### src/rtl/fifo_share_arbiter_if.sv
`default_nettype none
// ============================================================================
// Module      : fifo_share_arbiter_if
// Description : Bundle of producer, consumer and FIFO-strobe signals shared
//               between the write arbiter and its surroundings.
// Revision    : 1.0 - initial release
// ============================================================================
interface fifo_share_arbiter_if #(
    parameter int NUM_REQ = 4,
    parameter int DATA_W  = 4,
    parameter int DEPTH   = 8
);
    localparam int LW = $clog2(DEPTH + 1);
    localparam int OW = (NUM_REQ > 1) ? $clog2(NUM_REQ) : 1;

    logic [NUM_REQ-1:0]        req;
    logic [NUM_REQ*DATA_W-1:0] req_data;
    logic [NUM_REQ-1:0]        gnt;
    logic                      rd_req;
    logic                      rd_gnt;
    logic                      fifo_wr_en;
    logic [DATA_W-1:0]         fifo_wr_data;
    logic                      fifo_rd_en;
    logic [LW-1:0]             level;
    logic [OW-1:0]             owner;

    // Environment side: producers, consumer and FIFO.
    modport master (
        output req, req_data, rd_req,
        input  gnt, rd_gnt, fifo_wr_en, fifo_wr_data, fifo_rd_en, level, owner
    );

    // Arbiter side.
    modport slave (
        input  req, req_data, rd_req,
        output gnt, rd_gnt, fifo_wr_en, fifo_wr_data, fifo_rd_en, level, owner
    );
endinterface
`default_nettype wire

### src/rtl/fifo_share_arbiter.sv
`default_nettype none
// ============================================================================
// Module      : fifo_share_arbiter
// Description : Round-robin write arbiter with bounded bursts and a read
//               sequencer for a shared FIFO. A shadow occupancy count gates
//               both directions so the FIFO can never over- or underflow.
// Revision    : 1.0 - initial release
// ============================================================================
module fifo_share_arbiter #(
    parameter int NUM_REQ   = 4,
    parameter int DATA_W    = 4,
    parameter int DEPTH     = 8,
    parameter int MAX_BURST = 2
) (
    input  wire logic            clk,
    input  wire logic            rst_n,
    input  wire logic            ena,
    fifo_share_arbiter_if.slave  bus
);
    localparam int LW = $clog2(DEPTH + 1);
    localparam int OW = (NUM_REQ > 1) ? $clog2(NUM_REQ) : 1;
    localparam int BW = $clog2(MAX_BURST + 1);

    localparam logic [LW-1:0] DEPTH_L     = LW'(DEPTH);
    localparam logic [BW-1:0] MAX_BURST_L = BW'(MAX_BURST);
    localparam logic [OW-1:0] LAST_REQ    = OW'(NUM_REQ - 1);

    typedef enum logic [0:0] {
        IDLE = 1'b0,
        HOLD = 1'b1
    } state_t;

    state_t              state, state_nx;
    logic [BW-1:0]       burst_cnt, burst_nx;
    logic [OW-1:0]       cur_owner, winner;
    logic [LW-1:0]       level_q;
    logic                wr_en_q, rd_en_q;
    logic [DATA_W-1:0]   wr_data_q;
    logic                space, wr_go, rd_go, hold_owner, found;
    logic [NUM_REQ-1:0]  gnt_w;
    int                  idx;

    // Pick the winner: keep the current owner while its burst lasts,
    // otherwise scan upward from owner+1 with the owner itself checked last.
    always_comb begin
        winner     = cur_owner;
        found      = 1'b0;
        idx        = 0;
        hold_owner = (state == HOLD) && bus.req[cur_owner] && (burst_cnt < MAX_BURST_L);
        if (!hold_owner) begin
            for (int k = 1; k <= NUM_REQ; k++) begin
                idx = (int'(cur_owner) + k) % NUM_REQ;
                if (!found && bus.req[idx]) begin
                    winner = OW'(idx);
                    found  = 1'b1;
                end
            end
        end
    end

    // Grant qualification; a same-cycle read never frees room for a write.
    always_comb begin
        space = (level_q < DEPTH_L);
        wr_go = rst_n & ena & space & (|bus.req);
        rd_go = rst_n & ena & bus.rd_req & (level_q != '0);
        gnt_w = wr_go ? ({{(NUM_REQ-1){1'b0}}, 1'b1} << winner) : '0;
    end

    // Next-state and burst bookkeeping; a stall with the owner still
    // requesting keeps the burst intact.
    always_comb begin
        state_nx = state;
        burst_nx = burst_cnt;
        if (wr_go) begin
            state_nx = HOLD;
            if ((state == HOLD) && (winner == cur_owner)) begin
                // Saturate: any count at or above MAX_BURST behaves the same.
                burst_nx = (burst_cnt < MAX_BURST_L) ? burst_cnt + BW'(1) : burst_cnt;
            end else begin
                burst_nx = BW'(1);
            end
        end else if (!bus.req[cur_owner]) begin
            state_nx = IDLE;
            burst_nx = '0;
        end
    end

    // Arbitration state register.
    always_ff @(posedge clk or negedge rst_n) begin
        if (!rst_n) begin
            state     <= IDLE;
            burst_cnt <= '0;
        end else begin
            state     <= state_nx;
            burst_cnt <= burst_nx;
        end
    end

    // Registered FIFO strobes, owner tracking and shadow occupancy.
    always_ff @(posedge clk or negedge rst_n) begin
        if (!rst_n) begin
            wr_en_q   <= 1'b0;
            wr_data_q <= '0;
            rd_en_q   <= 1'b0;
            level_q   <= '0;
            cur_owner <= LAST_REQ;
        end else begin
            wr_en_q <= wr_go;
            rd_en_q <= rd_go;
            if (wr_go) begin
                wr_data_q <= bus.req_data[int'(winner)*DATA_W +: DATA_W];
                cur_owner <= winner;
            end
            case ({wr_go, rd_go})
                2'b10:   level_q <= level_q + LW'(1);
                2'b01:   level_q <= level_q - LW'(1);
                default: level_q <= level_q;
            endcase
        end
    end

    assign bus.gnt          = gnt_w;
    assign bus.rd_gnt       = rd_go;
    assign bus.fifo_wr_en   = wr_en_q;
    assign bus.fifo_wr_data = wr_data_q;
    assign bus.fifo_rd_en   = rd_en_q;
    assign bus.level        = level_q;
    assign bus.owner        = cur_owner;
endmodule
`default_nettype wire

### src/flat_wrapper.sv
// flat-port wrapper written by rule: the top's interface ports become plain ports
module fifo_share_arbiter_flat 
#(
    parameter int NUM_REQ   = 4,
    parameter int DATA_W    = 4,
    parameter int DEPTH     = 8,
    parameter int MAX_BURST = 2
)
  (clk, rst_n, ena, bus_req, bus_req_data, bus_rd_req, bus_gnt, bus_rd_gnt, bus_fifo_wr_en, bus_fifo_wr_data, bus_fifo_rd_en, bus_level, bus_owner);
  fifo_share_arbiter_if #(.NUM_REQ(NUM_REQ), .DATA_W(DATA_W), .DEPTH(DEPTH)) bus_i ();
  input  wire logic clk;
  input  wire logic rst_n;
  input  wire logic ena;
  input wire logic [$bits(bus_i.req)-1:0] bus_req;
  input wire logic [$bits(bus_i.req_data)-1:0] bus_req_data;
  input wire logic [$bits(bus_i.rd_req)-1:0] bus_rd_req;
  output wire logic [$bits(bus_i.gnt)-1:0] bus_gnt;
  output wire logic [$bits(bus_i.rd_gnt)-1:0] bus_rd_gnt;
  output wire logic [$bits(bus_i.fifo_wr_en)-1:0] bus_fifo_wr_en;
  output wire logic [$bits(bus_i.fifo_wr_data)-1:0] bus_fifo_wr_data;
  output wire logic [$bits(bus_i.fifo_rd_en)-1:0] bus_fifo_rd_en;
  output wire logic [$bits(bus_i.level)-1:0] bus_level;
  output wire logic [$bits(bus_i.owner)-1:0] bus_owner;
  assign bus_i.req = bus_req;
  assign bus_i.req_data = bus_req_data;
  assign bus_i.rd_req = bus_rd_req;
  assign bus_gnt = bus_i.gnt;
  assign bus_rd_gnt = bus_i.rd_gnt;
  assign bus_fifo_wr_en = bus_i.fifo_wr_en;
  assign bus_fifo_wr_data = bus_i.fifo_wr_data;
  assign bus_fifo_rd_en = bus_i.fifo_rd_en;
  assign bus_level = bus_i.level;
  assign bus_owner = bus_i.owner;
  fifo_share_arbiter #(.NUM_REQ(NUM_REQ), .DATA_W(DATA_W), .DEPTH(DEPTH), .MAX_BURST(MAX_BURST)) u_core (.clk(clk), .rst_n(rst_n), .ena(ena), .bus(bus_i));
endmodule
### config.mk
export PLATFORM = sky130hd
export DESIGN_NAME = fifo_share_arbiter_flat
export DESIGN_NICKNAME = d
export VERILOG_FILES = /design/src/rtl/fifo_share_arbiter_if.sv /design/src/rtl/fifo_share_arbiter.sv /design/src/flat_wrapper.sv
export SDC_FILE = /design/constraint.sdc
export NUM_CORES = 1
export LEC_CHECK = 0
export ABC_AREA = 1
export BUFFER_PORTS_ARGS = -buffer_cell sky130_fd_sc_hd__buf_2
export CAP_MARGIN = 25
export CORE_MARGIN = 1.5
export CORE_UTILIZATION = 53
export CTS_BUF_LIST = sky130_fd_sc_hd__clkbuf_4
export CTS_CLUSTER_SIZE = 25
export DETAILED_ROUTE_END_ITERATION = 7
export PLACE_DENSITY = 0.86
export SKIP_LAST_GASP = 1
export SLEW_MARGIN = 20
export SYNTH_ARGS = -nofsm -noshare
export SYNTH_HDL_FRONTEND = slang
export SYNTH_SLANG_ARGS = --single-unit
### constraint.sdc
create_clock -name clk -period 2.55 [get_ports clk]
set_clock_uncertainty 0.2 [all_clocks]
set_input_delay 0.51 -clock clk [delete_from_list [all_inputs] [get_ports clk]]
set_output_delay 0.51 -clock clk [all_outputs]
set_load 0.01 [all_outputs]
# Yosys cells after proc, flatten, opt, wreduce, memory -nomap -nowiden
# Index checks and enable logic that the tools add are counted.
[classes] addsub=7 mul=0 div=0 magnitude_cmp=7 n_eq_ne=5 shift=2 n_mux=33 n_bitwise=9 n_reduce_logical=17
[ops] cell="$mux 2" n=9
[ops] cell="$mux 1" n=17
[ops] cell="$lt 3x4->1 const B" n=4
[ops] cell="$shiftx 16x5->4" n=1
[ops] cell="$bmux 1 s2" n=5
[ops] cell="$pmux 4 s2" n=1
[ops] cell="$reduce_or 2->1" n=4
[ops] cell="$add 2x1->2 const B" n=3
[ops] cell="$logic_and 1x1->1" n=6
[ops] cell="$and 1x1->1" n=5
[ops] cell="$add 2x2->2 const B" n=2
[ops] cell="$add 4x1->4 const B" n=1
[ops] cell="$and 1x1->1 const A" n=4
[ops] cell="$lt 4x4->1 const B" n=1
[ops] cell="$mux 4" n=1
[ops] cell="$reduce_bool 4->1" n=1
[ops] cell="$reduce_or 4->1" n=1
[ops] cell="$shl 1x2->4 const A" n=1
[ops] cell="$sub 4x1->4 const B" n=1
[ops] cell="$logic_not 1->1" n=3
[ops] cell="$lt 2x3->1 const B" n=1
[ops] cell="$ne 3x3->1 const B" n=1
[ops] cell="$eq 2x1->1 const B" n=1
[ops] cell="$eq 2x2->1" n=1
[ops] cell="other kinds (5)" n=5
[totals] regBits=15 latch_bits=0 ram_bits=0 rom_bits=0 in_bits=24 output_inout_bits=17 elab_cells=87 memories=0

# Depth between registers and ports, before layout
# Gate-level depths: netlist of run 1.
[depth] word_depth=24 ltp_mapped=17 ltp_nobuf=16

# Least setup slack after synthesis of run 1
# OpenSTA, ideal clock, no wires.
[synth_path] path_type="register to output" startpoint="register u_core.cur_owner[0] (netlist: u_core.bus.owner[0])" endpoint="output bus_gnt[0]" arrival_ns=1.793 required_ns=1.840 slack_ns=0.047 path_stages_with_launch=14 path_buffers=1 path_cell_list="dfstp_2 > buf_6 > inv_8 > nand2_2 > nand2_4 > nand2_2 > nand2_4 > nor2_4 > nand2_4 > nand2_4 > nor2_2 > a22oi_4 > inv_4 > nor2_1"
[synth_via] elab_chain_cells=20 word_cells_on_any_way=39 classes_between="add/sub (4); shift (1); mux (26); reduce/logical (8)"
[synth_lines] element="start: declaration" line="fifo_share_arbiter.sv:35" source="logic [OW-1:0] cur_owner, winner;"
[synth_lines] element="start signal: assignment" line="fifo_share_arbiter.sv:112" source="cur_owner <= winner;"
[synth_lines] element="$add 2x1->2" line="fifo_share_arbiter.sv:52" source="idx = (int'(cur_owner) + k) % NUM_REQ;"
[synth_lines] element="$bmux 1 s2" line="fifo_share_arbiter.sv:53" source="if (!found && bus.req[idx]) begin"
[synth_lines] element="$mux 1 (not written as such) (2 in a row)" line="fifo_share_arbiter.sv:53"
[synth_lines] element="$mux 1" line="fifo_share_arbiter.sv:53"
[synth_lines] element="$mux 1" line="fifo_share_arbiter.sv:50" source="if (!hold_owner) begin"
[synth_lines] element="$logic_not 1->1" line="fifo_share_arbiter.sv:53"
[synth_lines] element="$logic_and 1x1->1" line="fifo_share_arbiter.sv:53"
[synth_lines] element="$mux 1" line="fifo_share_arbiter.sv:53"
[synth_lines] element="[3 not listed]"
[synth_lines] element="$mux 1" line="fifo_share_arbiter.sv:53"
[synth_lines] element="$mux 1" line="fifo_share_arbiter.sv:50"
[synth_lines] element="$logic_not 1->1" line="fifo_share_arbiter.sv:53"
[synth_lines] element="$logic_and 1x1->1" line="fifo_share_arbiter.sv:53"
[synth_lines] element="$mux 2" line="fifo_share_arbiter.sv:53"
[synth_lines] element="$mux 2 (*)" line="fifo_share_arbiter.sv:50"
[synth_lines] element="$shl 1x2->4 (*)" line="fifo_share_arbiter.sv:66" source="gnt_w = wr_go ? ({{(NUM_REQ-1){1'b0}}, 1'b1} << winner) : '0;"
[synth_lines] element="$mux 4 (*)" line="fifo_share_arbiter.sv:66"
[synth_lines] element="end: declaration" line="flat_wrapper.sv:17" source="output wire logic [$bits(bus_i.gnt)-1:0] bus_gnt;"
# Every way passes the cells marked *; elsewhere a longest branch is shown, timed or not. The select of a mux whose other input is x is not followed.

# Worst setup path in the final report of run 1
[layout_path] startpoint="register u_core.cur_owner[0] (netlist: u_core.bus.owner[0])" endpoint="output bus_gnt[1]"
# The elaborated chain is that of the path after synthesis.

==> impl_metrics.tcl, run 1 <==
set metrics [dict create \
    root_buffer "clkbuf_4" \
    syn_area_um2 1390 \
    tightest_slew_ns 0.253 \
    setup_slack_ns -0.379 \
    cts_tree "yes" \
    vias 1553 \
    synth-simple-area-share_pct 51.8 \
    nFillCells 187 \
    drt-pass1-iter-count 4 \
    postSynthAreaPerCell_um2 7.22 \
    clk_pin_slew_ns 0.08 \
    start_util_pct 56.2 \
    grt_antenna_before_repair 0 \
    rsz0062_at_grt "true" \
    cp-end-kind "output pin" \
    fmax_mhz 341 \
    insertion_delay_ns 0.27 \
    die_y_um 54.3 \
    wl_met2_um 2050 \
    grt_usage_pct 26.0 \
    synth_seq_cells 15 \
    slew_viol_final 0 \
    worst_setup_path_start_kind "flip-flop" \
    critical-path-slowest-cell "dfstp_2" \
    synthCells 193 \
    drtIter0Drc 55 \
    final_common_cell "nand2_1" \
    min_period_over_period_pct 115 \
    outcome "finished, violations left" \
    ys_seq_area_share_pct 27.1 \
    synth_top_family_by_area "simple AND/OR/NAND/NOR gates" \
    drive_gt1_share_pct 44.8 \
    max_stage_delay_ns 0.56 \
    io_pins 41 \
    std_cell_rows 18 \
    synthMuxAreaShare_pct 0 \
    final_cell_mix "nand2_1 (57), buf_2 (41), nand3_1 (27), buf_4 (22), nand2_4 (17)" \
    finalSetupViolCount 4 \
    crit_required_ns 1.84 \
    wl_met1_um 1600 \
    setup_tns_ns -1.41 \
    syn2layout_area_growth_pct 38.1 \
    place_congestion 0.839 \
    hp-class "reg -> reg" \
    ant_nets 0 \
    post-route-min-period_ns 2.93 \
    slew_headroom_pct 83.0 \
    grt_start_max_net_pins 16 \
    htreeDepth 1 \
    worstPathMaxFanout 10 \
    synth_top_cell_by_area "dfrtp_1" \
    drt-vias-per-instance 5.37 \
    grt_pass1_wl_um 5710 \
    cp.arrival_ns 2.22 \
    highest_layer "met4" \
    hold_viol 0 \
    p_per_area_nw_per_um2 1520 \
    routed-wl-met3_um 140 \
    num_antenna_cells 0 \
    maxCapViolations 0 \
    wl_per_cell_um 13.4 \
    critPathBufInv 4 \
    dieArea_um2 2940 \
    irDropWorstVdd_mv 1.03 \
    synth_compound_area_share_pct 6.02 \
    drc 0 \
    post-dp-hpwl_um 2620 \
    synth_xor_area_share_pct 2.52 \
    crit_chain "buf_12 -> inv_12 -> nand2_4 -> nand2_1 -> nand2_1 -> nand2_4 -> nor3_4 -> nor2_4 -> a22oi_4 -> inv_4 -> nor2_2 -> buf_2" \
    synth_warnings 0 \
    core_um2 2480 \
    grt_pass1_vias 1362 \
    chipWidth_um 54.3 \
    yosysTopAreaCellShare_pct 23.4 \
    p_leak_nw 1.10 \
    cpLargestDelayFamily "simple AND/OR/NAND/NOR gates" \
    port_buffers 40 \
    nets 288 \
    critPathKind "reg -> out" \
    cts_buffers 3 \
    clock-sinks 15 \
    yosysUniqueCellTypes 29 \
    wl_um 3870 \
    synthesis.nets 221 \
    cts_max_path_buffers 2 \
    p_total_w 0.00293 \
    synthAdderAreaFrac_pct 4.13 \
    violations "setup timing" \
    ys_top_cells_by_area "dfrtp_1 (23%), nand2_1 (16%), nand3_1 (12%), nand2_4 (8.1%), nand2_2 (5.8%)" \
    grt-ovfl-total 0 \
]
worst paths after layout:
check / start / slack, ns / to / depth (start not counted)
setup reg to reg: u_core.bus.owner[0] / 0.07 / u_core.bus.fifo_wr_data[1] / 18
hold reg to reg: u_core.bus.fifo_wr_data[3] / 0.28 / u_core.bus.fifo_wr_data[3] / 2
min in group asynchronous: rst_n / 0.54 / u_core.bus.level[2] / 3
hold / removal: u_core.bus.fifo_wr_data[3] / 0.28 / u_core.bus.fifo_wr_data[3] / 2
setup / recovery: u_core.bus.owner[0] / -0.38 / bus_gnt[1] / 12
max in group asynchronous: rst_n / 1.38 / u_core.bus.owner[1] / 3
layer usage:
layer	up-vias	track usage, %
li1	758	-
met3	10	2.73
met1	732	33.6
met2	53	45.0
met5	-	0
met4	0	8.75
power breakdown:
part	switching [W]	internal, W	leakage, nW
logic	0.00143	0.000952	0.889
clock network	0.0000701	0.0000712	0.0184
registers	0.0000729	0.000338	0.188
synthesized netlist by cell type (all sizes together):
cell    instances
a21oi           2
xnor2           1
inv            19
nand3          33
o21ai           6
a22oi           1
a21o            1
nand4           5
dfrtp          13
xor2            3
a211oi          1
fa              1
ha              3
buf             3
nand2          84
nor2           13
nor3            1
a31oi           1
dfstp           2
cells by family (layout without fill, tap and decap cells):
| group | Yosys count | after routing |
|---|---|---|
| AND/OR/NAND/NOR | 136 | 136 |
| buffers and inverters | 22 | 88 |
| flip-flops | 15 | 15 |
| AO/OA/AOI/OAI | 12 | 12 |
| adder cells (fa/ha/maj) | 4 | 4 |
| XOR/XNOR | 4 | 4 |
stage by stage:
step / utilization (%) / setup slack [ns] / hold slack (ns) / instance area (um2) / instances
finish: 77.6 / -0.379 / 0.282 / 1920 / 289
global route: 77.6 / -0.463 / 0.316 / 1920 / 289
CTS: 74.7 / -0.252 / 0.291 / 1850 / 284
detailed placement: 68.4 / -0.0112 / 0.270 / 1690 / 273
global placement: 68.4 / 0.0394 / 0.263 / 1690 / 273
floorplan: - / 0.0472 / 0.0144 / 1390 / 193
worst min-delay path, cell delays in order (launching register included):
cell and delay, ns:
dfrtp_1 0.34, nand2_1 0.05, nand2_1 0.06
timing repair:
action / in CTS / in global routing
resized for setup: 14 / 8
hold endpoints to repair: 13 / 0
setup endpoints to repair: 4 / 4
pin swaps: 5 / 7
hold buffers: 1 / 0
buffers inserted: 6 / 5
cloned: 0 / 0
flip-flops by register name, indices dropped and copies added, names as in the netlist:
name                     cells
u_core.bus.level             4
u_core.bus.fifo_wr_en        1
u_core.state                 1
u_core.bus.fifo_rd_en        1
u_core.bus.fifo_wr_data      4
u_core.bus.owner             2
u_core.burst_cnt             2
layout make-up:
type                    instances  area, um2  share of cell area (%)
multi-input cells             156        988                    51.4
inverters                      19       88.8                    4.62
repair buffers                 65        400                    20.8
well taps                      30       37.5                    1.95
flip-flops and latches         15        378                    19.6
clock buffers                   4       30.0                    1.56
Note: power is estimated with default switching activity, not from simulation.
==> run 2: changes to the inputs <==
- CORE_UTILIZATION: 53 -> 40
- PLACE_DENSITY: 0.86 -> 0.68
- SLEW_MARGIN: 20 -> not set
==> run 2 against run 1 <==
  * The flow still finishes with violations (setup timing)
  * Sequential power barely moved
  * Count of clock-buffer cells in the layout did not move
  * Via count fell by 2.6%
  * Register-to-register slack got worse by 0.29 ns
  * Wire length fell by 12%
  * Setup slack improved by 0.069 ns
  * Hold slack barely moved
  * Die area rose by 31%
  * Combinational power rose by 9.7%
  * Total power rose by 8.0%
  * Critical path type unchanged
==> impl_metrics.tcl, run 2 (synthesis results as in run 1) <==
set metrics [dict create \
    outcome "finished, violations left" \
    violations "setup timing" \
    wl_um 3420 \
    worst_setup_path_start_kind "flip-flop" \
    reg2reg_to "u_core.bus.fifo_wr_data[0]" \
    tightest_slew_ns 0.266 \
    slew_headroom_pct 82.2 \
    grt_pass1_wl_um 5260 \
    drt-pass1-iter-count 4 \
    maxCapViolations 0 \
    ant_nets 0 \
    final_cell_mix "nand2_1 (56), buf_2 (40), nand3_1 (30), buf_4 (28), nand2_4 (16)" \
    grt_pass1_vias 1275 \
    hold_viol 0 \
    grtUsageMet1_pct 25.4 \
    fmax_mhz 350 \
    grt_usage_pct 18.1 \
    clock-sinks 15 \
    hp-start "u_core.bus.fifo_wr_data[1]" \
    p_comb_share_pct 82.5 \
    rr_startpoint "u_core.bus.owner[0]" \
    p_sw_w 0.00158 \
    cp.arrival_ns 2.15 \
    hold_path_depth 2 \
    clk_pin_slew_ns 0.08 \
    grt-ovfl-total 0 \
    syn2layout_area_growth_pct 43.5 \
    finalSetupViolCount 6 \
    cts_buffers 3 \
    vias 1513 \
    dp.cells 292 \
    nFillCells 308 \
    cp-end-kind "output pin" \
    rsz0062_at_grt "true" \
    crit_required_ns 1.84 \
    p_leak_nw 1.13 \
    whs_endpoint "u_core.bus.fifo_wr_data[1]" \
    insertion_delay_ns 0.28 \
    ff2ff_path_depth 21 \
    htreeDepth 1 \
    chipWidth_um 62.0 \
    worstPathMaxFanout 7 \
    p_total_w 0.00317 \
    rrSetupSlack_ns -0.22 \
    die_y_um 62.0 \
    critPathKind "reg -> out" \
    std_cell_rows 21 \
    nets 295 \
    hp-class "reg -> reg" \
    grt_antenna_before_repair 0 \
    min_period_over_period_pct 112 \
    p_clk_share_pct 4.4 \
    multi_input_area_um2 977 \
    post-route-min-period_ns 2.86 \
    grt_use_met2_pct 30.2 \
    drc 0 \
    core_um2 3340 \
    drt-vias-per-instance 4.85 \
    num_antenna_cells 0 \
    drive_gt1_share_pct 46.2 \
    swShare_pct 50.0 \
    final_common_cell "nand2_1" \
    start_util_pct 41.7 \
    final-seq-area_um2 378 \
    p_int_w 0.00158 \
    cts_tree "yes" \
    io_pins 41 \
    root_buffer "clkbuf_4" \
    setup_slack_ns -0.310 \
    drtIter0Drc 67 \
    grt_start_max_net_pins 16 \
    port_buffers 40 \
    wl_per_cell_um 11.0 \
    dieArea_um2 3840 \
    slew_viol_final 0 \
    met3_usage_pct 1.86 \
    top_usage_layer "met2" \
    layoutNonFillerInstCount 312 \
    cts_max_path_buffers 2 \
    irDropWorstVdd_mv 0.602 \
    post-dp-hpwl_um 2610 \
    p_per_area_nw_per_um2 1590 \
    seqPwrFrac_pct 13.1 \
    place_congestion 0.870 \
]
-- run 2: cell types whose count changed in the layout (fill, tap and decap cells not counted), sizes merged --
cell	previous run	this run
buf	64	71
-- run 2: final cells by class --
cell class | instances | share of cell area, %
Clock buffer | 4 | 1.50
Inverter | 19 | 4.20
Multi-Input combinational cell | 156 | 48.9
Sequential cell | 15 | 18.9
Tap cell | 46 | 2.88
Timing Repair Buffer | 72 | 23.6
-- run 2: metal layers --
layer,part of all wire (%),vias to the layer above
met5,0,-
met4,1.1,0
met3,3.8,5
met2,50,31
met1,45,702
li1,-,775
-- run 2: power by group through the flow --
stage,combinational [W],sequential [W],clock (W)
2_1_floorplan,0.00142,0.000433,0
3_3_place_gp,0.00193,0.000435,0
3_5_place_dp,0.00193,0.000437,0
4_1_cts,0.00235,0.000412,0.000149
5_1_grt,0.00284,0.000426,0.000157
6_report,0.00261,0.000414,0.000141
-- run 2: what timing repair did --
| item | CTS | global route |
|---|---|---|
| pin swaps | 7 | 8 |
| hold buffers | 1 | 0 |
| hold endpoints to repair | 8 | 0 |
| resized for setup | 10 | 12 |
| setup buffers | 12 | 3 |
| setup endpoints to repair | 4 | 6 |
-- run 2: how the worst max path moves through the flow --
stage | start | end | slack [ns] | cells after the start
final | u_core.bus.owner[0] | bus_gnt[2] | -0.31 | 13
after floorplan | u_core.bus.owner[0] | bus_gnt[0] | 0.05 | 13
after global routing | u_core.bus.owner[0] | bus_gnt[2] | -0.41 | 12
after CTS | u_core.bus.owner[0] | bus_gnt[1] | -0.29 | 14
after global placement | u_core.bus.owner[0] | bus_gnt[0] | -0.007 | 11
after detailed placement | u_core.bus.owner[0] | bus_gnt[1] | -0.05 | 11
-- run 2: worst max-delay path, cell delays in order, from the launching register on --
cell and delay (ns):
dfstp_2 0.56, buf_12 0.12, inv_8 0.05, nand2_4 0.06
nand2_4 0.07, nand2_4 0.10, nand2_8 0.08, buf_4 0.13
a21o_2 0.19, nand3_1 0.12, nand2_2 0.07, nand3_1 0.11
nor2_1 0.07, buf_2 0.13
-- run 2: metrics by stage --
stage,util [%],hold WS (ns),worst slack [ns],setup TNS [ns],instance area (um2)
finish,59.9,0.282,-0.310,-1.56,2000
global placement,52.0,0.260,-0.00681,-0.0133,1740
detailed placement,52.0,0.260,-0.0513,-0.104,1740
CTS,57.9,0.283,-0.287,-1.36,1930
floorplan,-,0.0144,0.0472,0,1390
global route,59.9,0.303,-0.412,-2.24,2000
